<file path="src/rtl/updown_limit_counter.sv">
// ---------------------------------------------------------------------------
// updown_limit_counter
//   Up/down counter with a run-time upper limit (MAX_VALUE) and a fixed lower
//   limit of zero. A build-time switch selects wrapping or saturating
//   behaviour at the limits. A step attempted at a limit raises a registered
//   one-cycle TRIG_OUT pulse and sets the sticky WRAPPED flag.
//
//   Ports
//     CLK         rising-edge clock
//     RESET       synchronous active-high reset, overrides everything
//     ENABLE      request one count step this cycle
//     UP          step direction (1 = up, 0 = down), used only with ENABLE
//     LOAD        synchronous parallel load, wins over ENABLE
//     LOAD_VALUE  load value, clamped to MAX_VALUE
//     MAX_VALUE   run-time upper limit
//     COUNT       registered count
//     TRIG_OUT    registered pulse: the previous cycle stepped at a limit
//     WRAPPED     sticky limit-hit flag, cleared by LOAD or RESET
//     AT_MAX      COUNT >= MAX_VALUE (combinational)
//     AT_ZERO     COUNT == 0 (combinational)
// ---------------------------------------------------------------------------
module updown_limit_counter #(
  parameter int COUNTER_WIDTH = 8,
  parameter int RESET_VALUE   = 0,
  parameter bit WRAP_MODE     = 1'b1
) (
  input  logic                     CLK,
  input  logic                     RESET,
  input  logic                     ENABLE,
  input  logic                     UP,
  input  logic                     LOAD,
  input  logic [COUNTER_WIDTH-1:0] LOAD_VALUE,
  input  logic [COUNTER_WIDTH-1:0] MAX_VALUE,
  output logic [COUNTER_WIDTH-1:0] COUNT,
  output logic                     TRIG_OUT,
  output logic                     WRAPPED,
  output logic                     AT_MAX,
  output logic                     AT_ZERO
);

  localparam logic [COUNTER_WIDTH-1:0] RST_VAL = COUNTER_WIDTH'(RESET_VALUE);
  localparam logic [COUNTER_WIDTH-1:0] ZERO    = '0;

  logic [COUNTER_WIDTH-1:0] count_q, count_d;
  logic                     trig_q, trig_d;
  logic                     wrapped_q, wrapped_d;

  // Next-state logic. Limits are checked before any +1/-1, so the
  // arithmetic can never overflow or underflow.
  always_comb begin
    count_d   = count_q;
    trig_d    = 1'b0;
    wrapped_d = wrapped_q;
    if (LOAD) begin
      count_d   = (LOAD_VALUE <= MAX_VALUE) ? LOAD_VALUE : MAX_VALUE;
      wrapped_d = 1'b0;
    end else if (ENABLE) begin
      if (UP) begin
        if (count_q < MAX_VALUE) begin
          count_d = count_q + 1'b1;
        end else begin
          trig_d    = 1'b1;
          wrapped_d = 1'b1;
          count_d   = WRAP_MODE ? ZERO : MAX_VALUE;
        end
      end else begin
        if (count_q > MAX_VALUE) begin
          // Limit was lowered under the count: snap down without a trigger.
          count_d = MAX_VALUE;
        end else if (count_q != ZERO) begin
          count_d = count_q - 1'b1;
        end else begin
          trig_d    = 1'b1;
          wrapped_d = 1'b1;
          count_d   = WRAP_MODE ? MAX_VALUE : ZERO;
        end
      end
    end
  end

  always_ff @(posedge CLK) begin
    if (RESET) begin
      count_q   <= RST_VAL;
      trig_q    <= 1'b0;
      wrapped_q <= 1'b0;
    end else begin
      count_q   <= count_d;
      trig_q    <= trig_d;
      wrapped_q <= wrapped_d;
    end
  end

  assign COUNT    = count_q;
  assign TRIG_OUT = trig_q;
  assign WRAPPED  = wrapped_q;
  assign AT_MAX   = (count_q >= MAX_VALUE);
  assign AT_ZERO  = (count_q == ZERO);

endmodule

</file>
<file path="config.mk">
export PLATFORM = sky130hd
export DESIGN_NAME = updown_limit_counter
export DESIGN_NICKNAME = d
export VERILOG_FILES = /design/src/rtl/updown_limit_counter.sv
export SDC_FILE = /design/constraint.sdc
export NUM_CORES = 1
export LEC_CHECK = 0
export ABC_AREA = 1
export BUFFER_PORTS_ARGS = -buffer_cell sky130_fd_sc_hd__buf_2
export CORE_MARGIN = 1
export CORE_UTILIZATION = 56
export DETAILED_ROUTE_END_ITERATION = 8
export PLACE_DENSITY = 0.88
export SLEW_MARGIN = 20
export SYNTH_ARGS = -nofsm -noshare
export SYNTH_HDL_FRONTEND = slang
export SYNTH_SLANG_ARGS = --single-unit
export TNS_END_PERCENT = 30
</file>
<file path="constraint.sdc">
create_clock -name CLK -period 2.4 [get_ports CLK]
set_input_delay 0.48 -clock CLK [delete_from_list [all_inputs] [get_ports CLK]]
set_output_delay 0.48 -clock CLK [all_outputs]
set_load 0.03 [all_outputs]
</file>
# Word-level counts from Yosys, hierarchy flattened
# Cells that the tools add are included.
[totals]
ff_bits = 10
input_bits = 21
out_inout_bits = 12
wordCells = 34
[classes]
addsub = 2
magnitude_cmp = 4
eq_ne = 3
mux = 15
bitwise_logic = 1
n_reduce_logical = 6
[op_table]
columns = ["operator", "n"]
rows = [
  ["$mux 8", 7],
  ["$add 8x1->8 const B", 1],
  ["$ge 8x8->1", 1],
  ["$gt 8x8->1", 1],
  ["$le 8x8->1", 1],
  ["$logic_not 8->1", 1],
  ["$lt 8x8->1", 1],
  ["$mux 1", 8],
  ["$reduce_bool 8->1", 1],
  ["$sub 8x1->8 const B", 1],
  ["$ne 2x2->1 const B", 3],
  ["$reduce_and 4->1", 1],
  ["$reduce_or 3->1", 1],
  ["$reduce_bool 2->1", 1],
  ["$reduce_or 2->1", 1],
  ["$not 1->1", 1],
]

# Depth between registers and ports, before layout
[logic_depth]
word_depth = 6
depth_mapped = 15
depth_no_buf = 15

# Least setup slack after synthesis
# OpenSTA, ideal clock, no wires.
[synth_path]
path_type = "reg2out"
startpoint = "register count_q[3], in the netlist COUNT[3]"
endpoint = "output port AT_MAX"
t_arrival_ps = 1661
t_required_ps = 1920
path_slack_ps = 259
stages_incl_launch_ff = 10
n_path_buf = 0
path_cell_list = "dfxtp_1 ha_1 nand2_1 inv_1 nand2_1 nand2_1 nand2_1 nand2_2 inv_1 nand2_1"
[synth_between]
elab_chain_cells = 1
[synth_rtl]
columns = ["element", "line_no", "source"]
rows = [
  ["start, declared", "44", "logic [COUNTER_WIDTH-1:0] count_q, count_d;"],
  ["start signal, assigned", "87", "count_q <= count_d;"],
  ["$ge 8x8->1", "96", "assign AT_MAX = (count_q >= MAX_VALUE);"],
  ["end, declared", "37", "output logic AT_MAX,"],
]
# Every way passes these cells.

# Worst setup path after layout
[layout_path]
startpoint = "input port MAX_VALUE[1]"
endpoint = "output port AT_MAX"
[layout_between]
elab_chain_cells = 1
[layout_rtl]
columns = ["element", "line_no", "source"]
rows = [
  ["start, declared", "33", "input logic [COUNTER_WIDTH-1:0] MAX_VALUE,"],
  ["$ge 8x8->1", "96", ""],
]
# Every way passes these cells.

==> metrics <==
status complete, no violations; antenna-violating nets left 0; vias in the first global route 1631; Hold Worst Slack 0.484 ns; area leader, netlist nand2_1; cells after synthesis 275; Netlist cell types 31; RSZ-0062 raised after global routing no; PD cells 500 nW/um2; H-tree levels 1; Max-slew headroom 68.4%; clock slew seen by the registers of the worst setup and hold paths 0.06 ns; Port Buf Inserts 32; Worst-Margin Slew 0.472 ns; crit path cell chain buf_2 -> inv_1 -> ha_1 -> inv_1 -> o21bai_1 -> nand2_1 -> nand2_1 -> nand2_1 -> nand2_4 -> inv_1 -> nand2_1 -> buf_2; drt first-iter violations 175; Post-Syn Area 1600 um2; clk_lat worst skew 0.28 ns; num rows 18; DP Wirelength 3520 um; number of vias per cell 5.67; Final Cycle Share 96.3%; post-synthesis register bit count 10; Starting Density 61.6%; Final Util 72.1%; DRC violations left 0; TritonCTS clock tree yes; Syn-to-layout area delta 17.0%; Crit. End Element output pin; largest net degree at the start of global routing 17; Avg Cell Area, Syn 5.80 um2; top cells by area, synth nand2_1 (20%), ha_1 (15%), dfxtp_1 (13%); CP Class in -> out; clock root buffer clkbuf_4; Crit path required time 1.92 ns; Post-Route Skew 0.0104 ns; most frequent CP cell nand2_1; count of final hold-check violations 0; fraction of layout cells with a size suffix above 1 22.0%; fmax 433 MHz; kind of cell adding the most delay to the critical path buffers and inverters; Slew Viols, Final 0; total core area 2590 um2; CP max stage delay 0.35 ns; Max FO, Critical Path 10; gpl congestion 0.960; full die area 3070 um2; Syn. warnings 0; Final WS setup 0.0896 ns; share of the synthesized area in the top cell type 20.5%; Setup Viol. Count Final 0; Ports 33; CP Launch Type primary input; initial antenna violation count 0; DR WL/cell 13.2 um; Max IR drop VDD 429 uV; CTS Buf Count 3; Layout Cell Area excl Fill 1870 um2; Crit-path slowest cell ha_1; Final #Nets 354; Total GRT Usage 29.8%; max_cap viols 0; Overflow after GRT 0; Seq/Total Area, Yosys 12.5%; x dimension of the die 55.4 um; Reg2Reg Setup Slack 0.34 ns; Placed Area 1810 um2; # diodes 0; leak pwr 1.04 nW; DR vias 1944; WP buf/inv 5; pre-CTS setup slack 0.140 ns; Max clock buf depth 2; CTS Sinks 10; setup total negative slack 0 ns; HP Class reg -> reg; min cycle time layout 2.31 ns; first-pass GRT wire length 7470 um; Die H 55.4 um; Syn Nets 315; final wirelength 4530 um; drt first pass iters 4; Data arrival, critical path 1.83 ns
## layout make-up
type | instances | area (um2)
clock buffers | 4 | 36.3
multi-input cells | 231 | 1270
inverters | 29 | 109
well taps | 30 | 37.5
repair buffers | 39 | 213
fillers | 230 | 723
flip-flops and latches | 10 | 203
## registers in the layout, indices dropped and copies added, names as in the netlist
name	cells
WRAPPED	1
TRIG_OUT	1
COUNT	8
## what timing repair did
action	CTS	global route
hold buffers	0	0
gates resized for setup	0	7
setup endpoints to repair	0	1
setup buffers	0	0
## cells in the final DEF, fill, tap and decap left out, types with 3 or more instances in the layout
cell type / count
nor2_1: 28
clkbuf_4: 3
o21ai_0: 14
nand3_1: 27
nor2_2: 4
buf_2: 32
nand2_1: 87
a21oi_1: 19
buf_4: 7
o21ai_1: 5
ha_1: 19
xor2_1: 3
a21oi_2: 5
dfxtp_1: 8
inv_1: 22
inv_2: 5
## synthesized netlist by cell type (all sizes together)
cell and instances:
a21oi 24, buf 4, clkbuf 1, clkinv 2
dfxtp 10, ha 19, inv 27, nand2 90
nand3 27, nand3b 1, nand4 4, nor2 34
nor3 4, o211ai 1, o21a 2, o21ai 19
o21bai 1, or2 2, xor2 3
## power by group
group | total [mW] | internal, mW | switching (mW)
registers | 0.202 | 0.183 | 0.0191
clock network | 0.159 | 0.0924 | 0.0666
logic | 0.572 | 0.195 | 0.377
total | 0.934 | 0.471 | 0.463
## layer usage
layer / track usage, % / share of wire, % / wire length [um]
met2: 47.8 / 47 / 2110
met4: 8.21 / 2.2 / 100
met5: 0 / 0 / 0
met3: 4.22 / 8.4 / 382
met1: 41.5 / 43 / 1940
## final timing paths
check | start | endpoint | cells past startpoint
setup / recovery | MAX_VALUE[1] | AT_MAX | 12
hold / removal | WRAPPED | WRAPPED | 2
setup reg to reg | COUNT[7] | COUNT[3] | 9
hold reg to reg | WRAPPED | WRAPPED | 2
## cells by family (layout without fill, tap and decap cells)
family	count (synthesis)	in the layout	share of synthesized area (%)
flip-flops	10	10	12.5
AO/OA/AOI/OAI	47	47	16.5
adder cells (fa/ha/maj)	19	19	14.9
XOR/XNOR	3	3	1.65
AND/OR/NAND/NOR	162	162	45.1
buffers and inverters	34	72	9.25
## worst reg2reg max path, stage by stage (launching register included)
cell and delay (ns):
dfxtp_1 0.46, ha_1 0.30, a21oi_1 0.20, o21a_1 0.20, nand2_4 0.11, nor2_2 0.31, nand3b_1 0.13, nand2_1 0.11
nand2_1 0.05, a21oi_1 0.13
## metrics by stage
step	cells	power, mW
6_report	343	0.934
5_1_grt	343	1.02
4_1_cts	343	0.912
3_3_place_gp	339	0.745
2_1_floorplan	275	0.615
3_5_place_dp	339	0.754
No activity file was read; power rests on OpenSTA's default activity.
